File: src/rtl/td_rf_seq.sv
// td_rf_seq
// Command-driven sequencer for the 8-entry time-domain register file.
// WRITE turns a digital length into a timed write-enable pulse. CLEAR holds
// the file's active-low clear for a fixed number of cycles. READ opens the
// read-enable window and measures, in clock cycles, when the two
// asynchronous register-file outputs rise.
//
// Ports
//   clk, rst                  clock, asynchronous active-high reset
//   cmd_valid / cmd_ready     command handshake (ready only while idle)
//   cmd_op                    00 NOP, 01 WRITE, 10 READ, 11 CLEAR
//   cmd_addr_a, cmd_addr_b    write / port-a address, port-b read address
//   cmd_data, cmd_fb          write pulse length and feedback request
//   rsp_valid / rsp_ready     read result handshake
//   rsp_a, rsp_b, rsp_to      measured rise times and timeout flags {b, a}
//   rf_we, rf_fb, rf_re       register-file write, feedback, read enables
//   rf_wsel, rf_ra, rf_rb     register-file write and read selects
//   rf_rst_n                  active-low register-file clear
//   rf_a, rf_b                asynchronous register-file outputs
module td_rf_seq #(
  parameter int CNT_W   = 8,
  parameter int TIMEOUT = 254,
  parameter int RST_CYC = 4
) (
  input  logic             clk,
  input  logic             rst,
  input  logic             cmd_valid,
  output logic             cmd_ready,
  input  logic [1:0]       cmd_op,
  input  logic [2:0]       cmd_addr_a,
  input  logic [2:0]       cmd_addr_b,
  input  logic [CNT_W-1:0] cmd_data,
  input  logic             cmd_fb,
  output logic             rsp_valid,
  input  logic             rsp_ready,
  output logic [CNT_W-1:0] rsp_a,
  output logic [CNT_W-1:0] rsp_b,
  output logic [1:0]       rsp_to,
  output logic             rf_we,
  output logic             rf_fb,
  output logic             rf_re,
  output logic [2:0]       rf_wsel,
  output logic [2:0]       rf_ra,
  output logic [2:0]       rf_rb,
  output logic             rf_rst_n,
  input  logic             rf_a,
  input  logic             rf_b
);

  typedef enum logic [3:0] {
    CLR, IDLE, W_SETUP, W_PULSE, W_HOLD, R_SETUP, R_MEASURE, R_RECOVER, RESP
  } state_t;

  localparam logic [1:0]       OP_WRITE = 2'b01;
  localparam logic [1:0]       OP_READ  = 2'b10;
  localparam logic [1:0]       OP_CLEAR = 2'b11;
  localparam logic [CNT_W-1:0] CNT_ONE  = CNT_W'(1);
  localparam logic [CNT_W-1:0] RST_LAST = CNT_W'(RST_CYC - 1);
  localparam logic [CNT_W-1:0] TO_LAST  = CNT_W'(TIMEOUT);

  state_t           state_q, state_d;
  logic [CNT_W-1:0] cnt_q, cnt_d;
  logic [CNT_W-1:0] data_q, data_d;
  logic             fb_q, fb_d;
  logic [2:0]       wsel_q, wsel_d, ra_q, ra_d, rb_q, rb_d;
  logic             a_meta_q, a_meta_d, b_meta_q, b_meta_d;
  logic             a_done_q, a_done_d, b_done_q, b_done_d;
  logic [CNT_W-1:0] rsp_a_q, rsp_a_d, rsp_b_q, rsp_b_d;
  logic [1:0]       rsp_to_q, rsp_to_d;
  logic             rsp_valid_q, rsp_valid_d;
  logic             cmd_ready_q, cmd_ready_d;
  logic             we_q, we_d, fbo_q, fbo_d, re_q, re_d, rst_n_q, rst_n_d;
  logic             a_s, b_s;

  // The first synchronizer stage feeds the capture logic directly; the
  // done flag and the captured count act as the second stage. This gives a
  // capture of j + 2 for an input that rises just after measure cycle j.
  assign a_s = a_meta_q;
  assign b_s = b_meta_q;

  // Next-state logic. One shared counter serves the clear length, the write
  // pulse length and the read measurement, since only one is active at a time.
  always_comb begin
    state_d  = state_q;
    cnt_d    = cnt_q;
    data_d   = data_q;
    fb_d     = fb_q;
    wsel_d   = wsel_q;
    ra_d     = ra_q;
    rb_d     = rb_q;
    a_meta_d = rf_a;
    b_meta_d = rf_b;
    a_done_d = a_done_q;
    b_done_d = b_done_q;
    rsp_a_d  = rsp_a_q;
    rsp_b_d  = rsp_b_q;
    rsp_to_d = rsp_to_q;

    case (state_q)
      CLR: begin
        if (cnt_q == RST_LAST) state_d = IDLE;
        else                   cnt_d   = cnt_q + CNT_ONE;
      end
      IDLE: begin
        if (cmd_valid) begin
          case (cmd_op)
            OP_WRITE: begin
              state_d = W_SETUP;
              wsel_d  = cmd_addr_a;
              data_d  = cmd_data;
              fb_d    = cmd_fb;
            end
            OP_READ: begin
              state_d = R_SETUP;
              ra_d    = cmd_addr_a;
              rb_d    = cmd_addr_b;
            end
            OP_CLEAR: begin
              state_d = CLR;
              cnt_d   = '0;
            end
            default: ;
          endcase
        end
      end
      W_SETUP: begin
        // A zero length skips the pulse entirely.
        if (data_q == '0) begin
          state_d = W_HOLD;
        end else begin
          state_d = W_PULSE;
          cnt_d   = CNT_ONE;
        end
      end
      W_PULSE: begin
        if (cnt_q == data_q) state_d = W_HOLD;
        else                 cnt_d   = cnt_q + CNT_ONE;
      end
      W_HOLD: state_d = IDLE;
      R_SETUP: begin
        state_d  = R_MEASURE;
        cnt_d    = '0;
        a_done_d = 1'b0;
        b_done_d = 1'b0;
      end
      R_MEASURE: begin
        if (a_s && !a_done_q) begin
          a_done_d = 1'b1;
          rsp_a_d  = cnt_q;
        end
        if (b_s && !b_done_q) begin
          b_done_d = 1'b1;
          rsp_b_d  = cnt_q;
        end
        if ((a_done_d && b_done_d) || (cnt_q == TO_LAST)) begin
          state_d  = R_RECOVER;
          if (!a_done_d) rsp_a_d = '1;
          if (!b_done_d) rsp_b_d = '1;
          rsp_to_d = {!b_done_d, !a_done_d};
        end else begin
          cnt_d = cnt_q + CNT_ONE;
        end
      end
      R_RECOVER: state_d = RESP;
      RESP: begin
        if (rsp_ready) state_d = IDLE;
      end
      default: state_d = CLR;
    endcase

    // Outputs are registered from the next state so they line up with it.
    cmd_ready_d = (state_d == IDLE);
    rsp_valid_d = (state_d == RESP);
    we_d        = (state_d == W_PULSE);
    fbo_d       = (state_d == W_PULSE) && fb_q;
    re_d        = (state_d == R_MEASURE);
    rst_n_d     = (state_d != CLR);
  end

  // State and output registers; reset drops every enable at once so no
  // partial pulse outlives the reset.
  always_ff @(posedge clk or posedge rst) begin
    if (rst) begin
      state_q     <= CLR;
      cnt_q       <= '0;
      data_q      <= '0;
      fb_q        <= 1'b0;
      wsel_q      <= '0;
      ra_q        <= '0;
      rb_q        <= '0;
      a_meta_q    <= 1'b0;
      b_meta_q    <= 1'b0;
      a_done_q    <= 1'b0;
      b_done_q    <= 1'b0;
      rsp_a_q     <= '0;
      rsp_b_q     <= '0;
      rsp_to_q    <= '0;
      rsp_valid_q <= 1'b0;
      cmd_ready_q <= 1'b0;
      we_q        <= 1'b0;
      fbo_q       <= 1'b0;
      re_q        <= 1'b0;
      rst_n_q     <= 1'b0;
    end else begin
      state_q     <= state_d;
      cnt_q       <= cnt_d;
      data_q      <= data_d;
      fb_q        <= fb_d;
      wsel_q      <= wsel_d;
      ra_q        <= ra_d;
      rb_q        <= rb_d;
      a_meta_q    <= a_meta_d;
      b_meta_q    <= b_meta_d;
      a_done_q    <= a_done_d;
      b_done_q    <= b_done_d;
      rsp_a_q     <= rsp_a_d;
      rsp_b_q     <= rsp_b_d;
      rsp_to_q    <= rsp_to_d;
      rsp_valid_q <= rsp_valid_d;
      cmd_ready_q <= cmd_ready_d;
      we_q        <= we_d;
      fbo_q       <= fbo_d;
      re_q        <= re_d;
      rst_n_q     <= rst_n_d;
    end
  end

  assign cmd_ready = cmd_ready_q;
  assign rsp_valid = rsp_valid_q;
  assign rsp_a     = rsp_a_q;
  assign rsp_b     = rsp_b_q;
  assign rsp_to    = rsp_to_q;
  assign rf_we     = we_q;
  assign rf_fb     = fbo_q;
  assign rf_re     = re_q;
  assign rf_wsel   = wsel_q;
  assign rf_ra     = ra_q;
  assign rf_rb     = rb_q;
  assign rf_rst_n  = rst_n_q;

endmodule

File: config.mk
export PLATFORM = sky130hd
export DESIGN_NAME = td_rf_seq
export DESIGN_NICKNAME = d
export VERILOG_FILES = /design/src/rtl/td_rf_seq.sv
export SDC_FILE = /design/constraint.sdc
export NUM_CORES = 1
export LEC_CHECK = 0
export BUFFER_PORTS_ARGS = -buffer_cell sky130_fd_sc_hd__buf_2
export CORE_UTILIZATION = 59
export CTS_CLUSTER_SIZE = 16
export DETAILED_ROUTE_END_ITERATION = 10
export PLACE_DENSITY_LB_ADDON = 0.05
export SLEW_MARGIN = 0
export SYNTH_ARGS = -nofsm -noshare
export SYNTH_HDL_FRONTEND = slang
export SYNTH_SLANG_ARGS = --single-unit
File: constraint.sdc
create_clock -name clk -period 4.81 [get_ports clk]
set_input_delay 1.2025 -clock clk [delete_from_list [all_inputs] [get_ports clk]]
set_output_delay 1.2025 -clock clk [all_outputs]
set_load 0.02 [all_outputs]
==> results of run 1 <==
-- cell families after synthesis --
logic type | Yosys count | synth area share, %
adders and majority gates | 2 | 0.888
AOI/OAI and AO/OA | 33 | 10.1
DFF | 58 | 51.5
xor gates and xnor gates | 8 | 2.49
and+or+nand+nor | 93 | 17.9
muxes | 34 | 13.2
buffers and inverters | 20 | 3.91
-- layout by cell type (no fill, tap or decap), types with 4 or more instances in the layout --
cell / count
sky130_fd_sc_hd__mux2_2: 9
sky130_fd_sc_hd__xnor2_1: 8
sky130_fd_sc_hd__nor2_1: 12
sky130_fd_sc_hd__buf_2: 55
sky130_fd_sc_hd__nand4_1: 5
sky130_fd_sc_hd__nor3_1: 4
sky130_fd_sc_hd__a211o_1: 4
sky130_fd_sc_hd__mux2_1: 9
sky130_fd_sc_hd__mux2i_1: 14
sky130_fd_sc_hd__nand2_1: 27
sky130_fd_sc_hd__dfrtp_1: 58
sky130_fd_sc_hd__nand3_1: 7
sky130_fd_sc_hd__nor2b_1: 10
sky130_fd_sc_hd__clkbuf_8: 10
sky130_fd_sc_hd__o21ai_0: 8
-- power by group through the flow --
stage               sequential (mW)  clock (mW)  combinational (mW)
detailed placement            0.779           0               0.680
global placement              0.775           0               0.661
CTS                           0.771       0.554               0.683
floorplan                     0.793           0               0.528
finish                        0.773       0.544               0.681
global route                  0.794       0.571               0.748
-- worst min path at each step --
stage,end,slack (ps)
3_3_place_gp,rsp_to[0],460
5_1_grt,rf_fb,510
4_1_cts,rsp_to[1],480
3_5_place_dp,rsp_to[1],460
2_1_floorplan,rf_fb,450
6_report,rsp_to[1],470
-- state kept, by name, summed over array words and instances, names as in the netlist --
| name | count |
|---|---|
| a_done_q | 1 |
| a_meta_q | 1 |
| b_done_q | 1 |
| b_meta_q | 1 |
| cmd_ready | 1 |
| cnt_q | 8 |
| data_q | 8 |
| fb_q | 1 |
| rf_fb | 1 |
| rf_ra | 3 |
| rf_rb | 3 |
| rf_re | 1 |
| rf_rst_n | 1 |
| rf_we | 1 |
| rf_wsel | 3 |
| rsp_a | 8 |
| rsp_b | 8 |
| rsp_to | 2 |
| rsp_valid | 1 |
| state_q | 4 |
-- area by class of cell --
| type | instances | area share, % |
|---|---|---|
| clock inverter | 5 | 3.10 |
| timing repair buffer | 56 | 8.54 |
| inverter | 4 | 0.454 |
| tap | 52 | 1.97 |
| sequential | 58 | 43.9 |
| multi-input combinational | 170 | 37.9 |
| clock buffer | 10 | 4.16 |
-- metal layers --
metal | GRT usage (%) | up-vias
li1 | - | 988
met3 | 9.40 | 5
met4 | 7.78 | 0
met5 | 0 | -
met2 | 40.7 | 71
met1 | 32.3 | 1016
-- through the flow --
step | worst slack, ps | total power [mW] | instances | util, % | area [um^2]
final | 2350 | 2.00 | 355 | 74.0 | 3310
after global routing | 2260 | 2.11 | 355 | 74.0 | 3310
after CTS | 2360 | 2.01 | 355 | 74.0 | 3310
after detailed placement | 2040 | 1.46 | 340 | 68.6 | 3070
after global placement | 2090 | 1.44 | 340 | 68.6 | 3070
after floorplan | 2180 | 1.32 | 248 | - | 2820
-- worst min-delay path, stage by stage, from the launching register on --
cell	delay, ps
sky130_fd_sc_hd__dfrtp_1	340
sky130_fd_sc_hd__nand2_1	50
sky130_fd_sc_hd__nand2_1	50
==> impl_summary.log, run 1 <==
[metrics] fraction of power spent switching nets: 35.7%
[metrics] worst-case headroom to the max-slew limit: 52.0%
[metrics] unrepaired setup endpoints after global routing: no
[metrics] final hold slack: 469 ps
[metrics] routability congestion estimate from global placement: 0.789
[metrics] category of cells accounting for the largest share of critical-path delay: simple AND/OR/NAND/NOR gates
[metrics] capturing point of the worst reg2reg path: cnt_q[0]
[metrics] Critical Path Source: state_q[1]
[metrics] total routed wirelength: 5720 um
[metrics] post-CTS setup repair buffer count: 0
[metrics] dpl hpwl: 3960 um
[metrics] clock buffer count from CTS: 9
[metrics] Worst EP required: 5030 ps
[metrics] internal power contribution: 1.28 mW
[metrics] leakage power of the design: 1.80 nW
[metrics] 1st-pass router iterations: 9
[metrics] clk root buf: sky130_fd_sc_hd__clkbuf_8
[metrics] CP max stage cell: sky130_fd_sc_hd__o41ai_4
[metrics] pwr dens: 604 nW/um^2
[metrics] final number of hold-violating endpoints: 0
[metrics] cell types occupying the most area after synthesis: sky130_fd_sc_hd__dfrtp_1, sky130_fd_sc_hd__mux2i_1, sky130_fd_sc_hd__mux2_1, sky130_fd_sc_hd__mux2_2, sky130_fd_sc_hd__nand2_1
[metrics] portion of total power attributed to sequential cells: 38.7%
[metrics] kind of start point of the critical path: flip-flop
[metrics] number of antenna violations at the first check in global routing: 0
[metrics] clock skew: 12.2 ps
[metrics] number of DRC markers in iteration 0: 129
[metrics] start-to-end type of the worst setup path: reg2reg
[metrics] max incr delay on CP: 560 ps
[metrics] fraction of final layout cells with drive strength greater than 1: 30.7%
[metrics] crit path buf inv count: 0
[metrics] number of synthesis warnings: 0
[metrics] number of violations of the max-capacitance limit: 0
[metrics] EDFF count, synth: 0
[metrics] DRC violations left: 4
[metrics] I/O Pins: 56
[metrics] ys flop type: sky130_fd_sc_hd__dfrtp_1
[metrics] GRT Util Overall: 25.4%
[metrics] cell-by-cell listing of the critical path: or3b_4 -> o41ai_4 -> or3_1 -> mux2_4
[metrics] DR top layer: met4
[metrics] Slew Viols, Final: 0
[metrics] multi-input combinational cell area: 1250 um^2
[metrics] Clock Power Share: 27.2%
[metrics] number of nets in the synthesized netlist: 273
[metrics] Layout Area Growth over Synthesis: 17.5%
[metrics] fraction of the yosys area taken by sequential cells: 51.5%
[metrics] clock tree from TritonCTS: done
[metrics] H-Tree Level Count: 3
[metrics] clock net sink count: 58
[metrics] number of vias in the routed layout: 2080
[metrics] number of global-route vias before repair: 2057
[metrics] Rows: 24
[metrics] starting utilization of the core area: 62.9%
[metrics] number of standard cells after synthesis: 248
[metrics] Sequential Area: 1450 um^2
[metrics] detail-routed net length per standard cell: 16.1 um
[metrics] netlist area before placement: 2820 um^2
[metrics] most frequently used cell type in the post-synthesis netlist: sky130_fd_sc_hd__dfrtp_1
[metrics] Worst VDD drop: 0.327 mV
[metrics] Worst setup EP type: flip-flop
[metrics] summed negative setup slack over all endpoints: 0 ps
[metrics] chip width: 71.1 um
[metrics] proportion of register bits with asynchronous set or reset after synthesis: 100%
[metrics] Max Buffers Root-to-Sink: 2
[metrics] Switching Power: 714 uW
[metrics] detailed-routing wirelength on met1: 2430 um
[metrics] number of cells traversed by the worst hold path: 2
[metrics] Worst Tran Pin Value: 718 ps
[metrics] launch instance of the worst min-delay path: rsp_to[1]
[metrics] port bufs: 55
[metrics] startpoint of the worst register-to-register path: state_q[1]
[metrics] CP Depth: 4
[metrics] Clk pin slew, worst setup/hold paths: 60 ps
[metrics] data arrival time of the critical path: 2680 ps
[metrics] total die area: 5050 um^2
[metrics] Core Area: 4470 um^2
[metrics] worst hold-check path type: reg2reg
[metrics] part of the total power dissipated in combinational logic: 34.1%
[metrics] global-route wire length before repair: 9600 um
[metrics] Diodes inserted: 0
[metrics] later-pin clock latency in the skew report: 340 ps
[metrics] status: finished, violations left
[metrics] failing checks: DRC
[metrics] met2 wire len: 2890 um
[metrics] pin count of the biggest net entering global routing: 37
[metrics] overflow left after global routing: 0
[metrics] top cell types by occurrence after synthesis: sky130_fd_sc_hd__dfrtp_1, sky130_fd_sc_hd__nand2_1, sky130_fd_sc_hd__mux2i_1, sky130_fd_sc_hd__nor2_1, sky130_fd_sc_hd__nor2b_1
[metrics] length of routed met3 wiring: 346 um
[metrics] filler cell count: 333
[metrics] total number of nets in the final design: 324
[metrics] largest fanout on the critical path: 13
[metrics] number of vias per cell: 5.86
[metrics] FF+latch count, synth: 58
[metrics] Die Height: 71.1 um
[metrics] average instance area after synthesis: 11.4 um^2
[metrics] Antenna Nets Post-Route: 0
[metrics] Worst Reg-to-Reg Cells: 4
[metrics] post-CTS resize count: 0
[metrics] Cell variety after synth: 48
[metrics] maximum frequency from static timing analysis: 407 MHz
[metrics] clock period minus worst slack: 2460 ps
[metrics] quantity of hold-fixing buffers added after cts: 0
[metrics] CP Capture Point: cnt_q[0]
[metrics] number of endpoints failing setup at the final stage: 0
[metrics] proportion of netlist area held by the largest area contributor: 51.5%
[metrics] library cell occupying the most area in the post-synthesis netlist: sky130_fd_sc_hd__dfrtp_1
[metrics] worst setup slack for register-to-register paths: 2350 ps
[metrics] Final period util: 51.1%
Power figures use the tool's default switching activity.
==> run 2, diff against run 1 <==
--- a/config.mk
+++ b/config.mk
@@ -6,7 +6,7 @@
 export NUM_CORES = 1
 export LEC_CHECK = 0
 export BUFFER_PORTS_ARGS = -buffer_cell sky130_fd_sc_hd__buf_2
-export CORE_UTILIZATION = 59
+export CORE_UTILIZATION = 55
 export CTS_CLUSTER_SIZE = 16
 export DETAILED_ROUTE_END_ITERATION = 10
 export PLACE_DENSITY_LB_ADDON = 0.05
==> constraint.sdc (replaced) <==
create_clock -name clk -period 2.3 [get_ports clk]
set_input_delay 0.575 -clock clk [delete_from_list [all_inputs] [get_ports clk]]
set_output_delay 0.575 -clock clk [all_outputs]
set_load 0.02 [all_outputs]
==> impl_summary.log, run 2 (same netlist as run 1, synthesis figures left out) <==
[metrics] number of global-route vias before repair: 2024 (-1.6%)
[metrics] post-CTS setup repair buffer count: 0 (unchanged)
[metrics] CP Capture Point: cnt_q[3]
[metrics] Final period util: 94.6% (+44 points)
[metrics] Die Height: 73.6 um (+3.5%)
[metrics] dpl hpwl: 4190 um (+5.9%)
[metrics] clock tree from TritonCTS: done
[metrics] worst-case headroom to the max-slew limit: 69.3% (+17 points)
[metrics] summed negative setup slack over all endpoints: 0 ps (unchanged)
[metrics] start-to-end type of the worst setup path: reg2reg
[metrics] maximum frequency from static timing analysis: 460 MHz (+13%)
[metrics] Worst VDD drop: 0.680 mV (+110%)
[metrics] largest fanout on the critical path: 7 (-6)
[metrics] total number of nets in the final design: 341 (+5.2%)
[metrics] Diodes inserted: 0 (unchanged)
[metrics] startpoint of the worst register-to-register path: cnt_q[0]
[metrics] 1st-pass router iterations: 4 (-5)
[metrics] port bufs: 55 (unchanged)
[metrics] number of endpoints failing setup at the final stage: 0 (unchanged)
[metrics] number of vias in the routed layout: 2136 (+2.7%)
[metrics] number of antenna violations at the first check in global routing: 0 (unchanged)
[metrics] portion of total power attributed to sequential cells: 38.8% (about the same)
[metrics] GRT Util Overall: 23.9% (-1.5 points)
[metrics] global-route wire length before repair: 9480 um (-1.2%)
[metrics] worst setup slack after layout: 124 ps (-2230 ps)
[metrics] fraction of power spent switching nets: 37.6% (+1.9 points)
[metrics] worst setup slack for register-to-register paths: 120 ps (-2230 ps)
[metrics] number of vias per cell: 5.52 (-5.8%)
[metrics] internal power contribution: 2.51 mW (+96%)
[metrics] max incr delay on CP: 470 ps (-90 ps)
[metrics] clock buffer count from CTS: 9 (unchanged)
[metrics] fraction of final layout cells with drive strength greater than 1: 34.1% (+3.4 points)
[metrics] cell-by-cell listing of the critical path: ha_1 -> nor4b_1 -> nand4_1 -> o211ai_2 -> or3_1 -> buf_4 -> o41ai_2
[metrics] later-pin clock latency in the skew report: 340 ps (about the same)
[metrics] data arrival time of the critical path: 2410 ps (-270 ps)
[metrics] Rows: 25 (+4.2%)
[metrics] Critical Path Source: cnt_q[0]
[metrics] most frequent cells in the layout: sky130_fd_sc_hd__dfrtp_1, sky130_fd_sc_hd__buf_2, sky130_fd_sc_hd__nand2_1
[metrics] Layout Area Growth over Synthesis: 20.2%
[metrics] kind of start point of the critical path: flip-flop
[metrics] worst hold-check path type: in2async
[metrics] capturing point of the worst reg2reg path: cnt_q[3]
[metrics] status: finished, final reports clean
[metrics] chip width: 73.6 um (+3.5%)
[metrics] H-Tree Level Count: 3 (unchanged)
[metrics] Worst Tran Pin Value: 459 ps (-258 ps)
[metrics] Switching Power: 1.51 mW (+110%)
[metrics] Clk pin slew, worst setup/hold paths: 60 ps (about the same)
[metrics] clock period minus worst slack: 2180 ps (-280 ps)
[metrics] overflow left after global routing: 0 (unchanged)
[metrics] Worst EP required: 2540 ps (-2490 ps)
[metrics] Clock Power Share: 20.2% (-7.0 points)
[metrics] Worst setup EP type: flip-flop
[metrics] final number of hold-violating endpoints: 0 (unchanged)
[metrics] Antenna Nets Post-Route: 0 (unchanged)
[metrics] clk root buf: sky130_fd_sc_hd__clkbuf_8
[metrics] Max Buffers Root-to-Sink: 2 (unchanged)
[metrics] number of DRC markers in iteration 0: 82 (-36%)
[metrics] Core Area: 4820 um^2 (+7.7%)
[metrics] leakage power of the design: 1.86 nW (+3.1%)
[metrics] part of the total power dissipated in combinational logic: 41.1% (+7.0 points)
[metrics] post-CTS resize count: 0 (unchanged)
[metrics] total die area: 5410 um^2 (+7.1%)
[metrics] commonest non-fill, non-tap cell in the layout: sky130_fd_sc_hd__dfrtp_1
[metrics] worst slack, placed: 178 ps (-1860 ps)
[metrics] quantity of hold-fixing buffers added after cts: 0 (unchanged)
[metrics] I/O Pins: 56 (unchanged)
[metrics] clock net sink count: 58 (unchanged)
[metrics] pwr dens: 1190 nW/um^2 (+97%)
[metrics] routability congestion estimate from global placement: 0.823 (+4.3%)
[metrics] Slew Viols, Final: 0 (unchanged)
[metrics] pin count of the biggest net entering global routing: 22 (-41%)
[metrics] unrepaired setup endpoints after global routing: no
[metrics] CP max stage cell: sky130_fd_sc_hd__dfrtp_1
[metrics] starting utilization of the core area: 58.5% (-4.5 points)
[metrics] detail-routed net length per standard cell: 15.2 um (-5.7%)
[metrics] DRC violations left: 0 (-4)
[metrics] Worst Reg-to-Reg Cells: 7 (+3)
[metrics] number of violations of the max-capacitance limit: 0 (unchanged)
[metrics] clock skew: 8.03 ps (-4.18 ps)
[metrics] total routed wirelength: 5880 um (+2.8%)
run 2: changes by cell type in the layout (fill, tap and decap cells not counted):
| cell | before | now |
|---|---|---|
| sky130_fd_sc_hd__clkbuf_8 | 10 | 11 |
| sky130_fd_sc_hd__clkinvlp_4 | 1 | 0 |
| sky130_fd_sc_hd__bufinv_16 | 3 | 0 |
| sky130_fd_sc_hd__clkbuf_1 | 0 | 1 |
| sky130_fd_sc_hd__clkinv_2 | 1 | 3 |
| sky130_fd_sc_hd__buf_4 | 1 | 18 |
run 2: worst min-delay path by stage:
stage               from   endpoint  slack (ps)  cells past startpoint
5_1_grt              rst   rsp_b[3]         280                      2
6_report             rst   rsp_b[4]         240                      2
3_3_place_gp   rsp_to[1]  rsp_to[1]         450                      2
4_1_cts              rst   rsp_b[3]         250                      2
3_5_place_dp   rsp_to[0]  rsp_to[0]         460                      2
2_1_floorplan       fb_q      rf_fb         450                      1
run 2: final cells by class:
cell class                 count  area [um^2]
clock buffer                  12          155
clock inverter                 3         15.0
fill                         420         1430
inverter                       4         15.0
multi-input combinational    170         1250
sequential                    58         1450
tap                           67         83.8
timing repair buffer          73          410
run 2: power groups by stage:
stage | logic (mW) | registers [mW] | clock network, mW
after global routing | 1.80 | 1.60 | 0.864
after global placement | 1.61 | 1.57 | 0
after detailed placement | 1.65 | 1.57 | 0
after floorplan | 1.10 | 1.66 | 0
after CTS | 1.66 | 1.56 | 0.829
final | 1.65 | 1.56 | 0.811
run 2: per-stage QoR:
stage | power (mW) | std cells | hold slack, ps | utilization, % | cell area (um^2)
2_1_floorplan | 2.76 | 248 | 449 | - | 2820
3_3_place_gp | 3.17 | 372 | 454 | 66.8 | 3220
3_5_place_dp | 3.22 | 372 | 463 | 66.8 | 3220
4_1_cts | 4.05 | 387 | 246 | 70.3 | 3390
5_1_grt | 4.26 | 387 | 276 | 70.3 | 3390
6_report | 4.03 | 387 | 241 | 70.3 | 3390
run 2: layer usage:
| layer | global-route usage, % | vias to the layer above | share of wire, % |
|---|---|---|---|
| met2 | 36.3 | 65 | 48 |
| li1 | - | 1023 | - |
| met3 | 7.41 | 6 | 5.1 |
| met4 | 9.40 | 0 | 0.87 |
| met5 | 0 | - | 0 |
| met1 | 32.0 | 1042 | 46 |
run 2: critical path: cells and delay by family (launching register included):
kind / cells / cell delay [ps]
buffers and inverters: 1 / 180
AO/OA/AOI/OAI: 2 / 400
AND/OR/NAND/NOR: 3 / 710
adder cells (fa/ha/maj): 1 / 320
flip-flops: 1 / 470
==> run 3, diff against run 2 <==
--- a/config.mk
+++ b/config.mk
@@ -5,8 +5,9 @@
 export SDC_FILE = /design/constraint.sdc
 export NUM_CORES = 1
 export LEC_CHECK = 0
+export ABC_AREA = 1
 export BUFFER_PORTS_ARGS = -buffer_cell sky130_fd_sc_hd__buf_2
-export CORE_UTILIZATION = 55
+export CORE_UTILIZATION = 54
 export CTS_CLUSTER_SIZE = 16
 export DETAILED_ROUTE_END_ITERATION = 10
 export PLACE_DENSITY_LB_ADDON = 0.05
==> impl_summary.log, run 3 <==
[metrics] post-CTS setup repair buffer count: 0 (unchanged)
[metrics] met3 global-route usage: 5.66% (-1.7 points)
[metrics] fraction of final layout cells with drive strength greater than 1: 23.0% (-11 points)
[metrics] pwr dens: 1110 nW/um^2 (-6.8%)
[metrics] Clock Power Share: 22.7% (+2.5 points)
[metrics] total die area: 5350 um^2 (-1.2%)
[metrics] Worst VDD drop: 0.667 mV (-2.0%)
[metrics] number of violations of the max-capacitance limit: 0 (unchanged)
[metrics] pin count of the biggest net entering global routing: 26 (+18%)
[metrics] dpl hpwl: 3980 um (-5.0%)
[metrics] data arrival time of the critical path: 1960 ps (-450 ps)
[metrics] Worst setup EP type: flip-flop
[metrics] max incr delay on CP: 440 ps (-30 ps)
[metrics] worst setup slack after layout: 551 ps (+428 ps)
[metrics] proportion of register bits with asynchronous set or reset after synthesis: 100% (unchanged)
[metrics] final core utilization: 67.7% (-2.6 points)
[metrics] most frequent cells in the layout: sky130_fd_sc_hd__nand2_1, sky130_fd_sc_hd__dfrtp_1, sky130_fd_sc_hd__buf_2
[metrics] maximum frequency from static timing analysis: 572 MHz (+24%)
[metrics] placed cell count: 439 (+18%)
[metrics] number of nets in the synthesized netlist: 347 (+27%)
[metrics] H-Tree Level Count: 3 (unchanged)
[metrics] later-pin clock latency in the skew report: 330 ps (about the same)
[metrics] worst hold-check path type: in2async
[metrics] Clk pin slew, worst setup/hold paths: 60 ps (about the same)
[metrics] summed negative setup slack over all endpoints: 0 ps (unchanged)
[metrics] portion of total power attributed to sequential cells: 41.6% (+2.8 points)
[metrics] post-layout instance count excluding filler cells: 454 (+17%)
[metrics] global routing usage on met2: 35.9% (-0.38 points)
[metrics] start-to-end type of the worst setup path: reg2reg
[metrics] number of standard cells after synthesis: 322 (+30%)
[metrics] starting utilization of the core area: 57.1% (-1.4 points)
[metrics] worst slack, placed: 550 ps (+372 ps)
[metrics] Worst Tran Pin Value: 569 ps (+109 ps)
[metrics] largest fanout on the critical path: 16 (+9)
[metrics] Cell variety after synth: 33 (-31%)
[metrics] number of global-route vias before repair: 2046 (+1.1%)
[metrics] number of vias in the routed layout: 2247 (+5.2%)
[metrics] I/O Pins: 56 (unchanged)
[metrics] Switching Power: 1.41 mW (-6.8%)
[metrics] fraction of met1 tracks used by global routing: 31.4% (-0.58 points)
[metrics] Diodes inserted: 0 (unchanged)
[metrics] DRC violations left: 0 (unchanged)
[metrics] total number of nets in the final design: 408 (+20%)
[metrics] EDFF count, synth: 0 (unchanged)
[metrics] chip width: 73.1 um (-0.60%)
[metrics] routability congestion estimate from global placement: 0.843 (+2.5%)
[metrics] part of the total power dissipated in combinational logic: 35.7% (-5.4 points)
[metrics] top cell types by occurrence after synthesis: sky130_fd_sc_hd__nand2_1, sky130_fd_sc_hd__dfrtp_1, sky130_fd_sc_hd__inv_1, sky130_fd_sc_hd__nor2_1
[metrics] cell occurring most often along the worst timing path: sky130_fd_sc_hd__nand2_1
[metrics] GRT Util Overall: 23.5% (-0.43 points)
[metrics] number of DRC markers in iteration 0: 82 (unchanged)
[metrics] peak-usage layer in the global routing report: met2
[metrics] cell-by-cell listing of the critical path: inv_1 -> ha_1 -> nand2_1 -> nor2_1 -> nand2_2 -> nor2_4 -> nor2_2 -> nand3_4 -> nand2_1 -> o21ai_1
[metrics] final hold slack: 278 ps (+36.8 ps)
[metrics] total power consumption of the routed design: 3.59 mW (-11%)
[metrics] detail-routed net length per standard cell: 12.0 um (-21%)
[metrics] total routed wirelength: 5450 um (-7.4%)
[metrics] internal power contribution: 2.18 mW (-13%)
[metrics] clock buffer count from CTS: 9 (unchanged)
[metrics] cell types occupying the most area after synthesis: sky130_fd_sc_hd__dfrtp_1, sky130_fd_sc_hd__nand2_1, sky130_fd_sc_hd__inv_1, sky130_fd_sc_hd__nor2_1, sky130_fd_sc_hd__o211ai_1
[metrics] global-route wire length before repair: 9250 um (-2.4%)
[metrics] Core Area: 4790 um^2 (-0.65%)
[metrics] ys flop type: sky130_fd_sc_hd__dfrtp_1
[metrics] FF+latch count, synth: 58 (unchanged)
[metrics] unrepaired setup endpoints after global routing: no
[metrics] library cell occupying the most area in the post-synthesis netlist: sky130_fd_sc_hd__dfrtp_1
[metrics] proportion of netlist area held by the largest area contributor: 53.1% (+1.6 points)
[metrics] quantity of hold-fixing buffers added after cts: 0 (unchanged)
[metrics] clock tree from TritonCTS: done
[metrics] clock period minus worst slack: 1750 ps (-428 ps)
[metrics] Layout Area Growth over Synthesis: 18.6%
[metrics] 1st-pass router iterations: 4 (unchanged)
[metrics] fraction of power spent switching nets: 39.3% (+1.7 points)
[metrics] clk root buf: sky130_fd_sc_hd__clkbuf_8
[metrics] status: finished, final reports clean
[metrics] Max Buffers Root-to-Sink: 2 (unchanged)
[metrics] leakage power of the design: 1.78 nW (-4.1%)
[metrics] filler cell count: 408 (-2.9%)
[metrics] clock skew: 5.75 ps (-2.28 ps)
[metrics] Final period util: 76.0% (-19 points)
[metrics] Final Cell Area: 3240 um^2 (-4.3%)
[metrics] final number of hold-violating endpoints: 0 (unchanged)
[metrics] number of vias per cell: 4.95 (-10%)
[metrics] average instance area after synthesis: 8.48 um^2 (-25%)
[metrics] port bufs: 55 (unchanged)
[metrics] post-CTS resize count: 0 (unchanged)
[metrics] Rows: 25 (unchanged)
[metrics] CP max stage cell: sky130_fd_sc_hd__dfrtp_1
[metrics] Antenna Nets Post-Route: 0 (unchanged)
[metrics] Slew Viols, Final: 0 (unchanged)
[metrics] most frequently used cell type in the post-synthesis netlist: sky130_fd_sc_hd__nand2_1
[metrics] placed inst area: 3070 um^2 (-4.5%)
[metrics] Die Height: 73.1 um (-0.60%)
[metrics] netlist area before placement: 2730 um^2 (-3.0%)
[metrics] Worst EP required: 2510 ps (-30 ps)
[metrics] fraction of the yosys area taken by sequential cells: 53.1% (+1.6 points)
[metrics] kind of start point of the critical path: flip-flop
[metrics] overflow left after global routing: 0 (unchanged)
[metrics] number of endpoints failing setup at the final stage: 0 (unchanged)
[metrics] number of synthesis warnings: 0 (unchanged)
[metrics] clock net sink count: 58 (unchanged)
[metrics] number of antenna violations at the first check in global routing: 0 (unchanged)
[metrics] commonest non-fill, non-tap cell in the layout: sky130_fd_sc_hd__nand2_1
[metrics] worst-case headroom to the max-slew limit: 62.0% (-7.3 points)
-- run 3: layer usage --
layer | up-vias | share of wire (%)
met5 | - | 0
met4 | 0 | 1.5
met3 | 8 | 4.5
met2 | 63 | 45
met1 | 1014 | 49
li1 | 1162 | -
-- run 3: worst paths after layout --
| path | from | slack [ps] | cells after the start | end |
|---|---|---|---|---|
| setup / recovery | cnt_q[0] | 550 | 10 | cnt_q[1] |
| hold / removal | rst | 280 | 2 | cnt_q[7] |
| setup reg to reg | cnt_q[0] | 550 | 10 | cnt_q[1] |
| hold reg to reg | rsp_to[1] | 470 | 2 | rsp_to[1] |
| max in group asynchronous | rst | 1350 | 3 | rsp_b[1] |
| min in group clk | rf_a | 350 | 1 | a_meta_q |
-- run 3: area by class of cell --
class / count / area [um^2] / area share, %
Clock buffer: 12 / 155 / 4.79
Clock inverter: 3 / 15.0 / 0.463
Inverter: 40 / 150 / 4.63
Multi-Input combinational cell: 216 / 1090 / 33.6
Sequential cell: 58 / 1450 / 44.8
Tap cell: 67 / 83.8 / 2.59
Timing Repair Buffer: 58 / 298 / 9.19
-- run 3: logic make-up (layout without fill, tap and decap cells) --
logic type / count (synthesis) / in the layout / synth area share [%]
buffers and inverters: 48 / 113 / 7.05
AO/OA/AOI/OAI: 44 / 44 / 9.76
flip-flops: 58 / 58 / 53.1
multiplexers: 6 / 6 / 2.38
XOR/XNOR: 5 / 5 / 1.60
AND/OR/NAND/NOR: 159 / 159 / 25.1
adder cells (fa/ha/maj): 2 / 2 / 0.916
-- run 3: worst max-delay path: cells and delay by family (launching register included) --
| kind | cells | cell delay [ps] |
|---|---|---|
| and+or+nand+nor | 7 | 780 |
| DFF | 1 | 440 |
| adders and majority gates | 1 | 210 |
| buffers and inverters | 1 | 130 |
| AOI/OAI and AO/OA | 1 | 60 |
-- run 3: power groups by stage --
stage                     Clock [mW]  Sequential (mW)  Combinational [mW]
after floorplan                    0             1.63               0.845
after global placement             0             1.50                1.26
after detailed placement           0             1.51                1.28
after CTS                      0.838             1.49                1.29
after global routing           0.879             1.53                1.47
final                          0.816             1.49                1.28
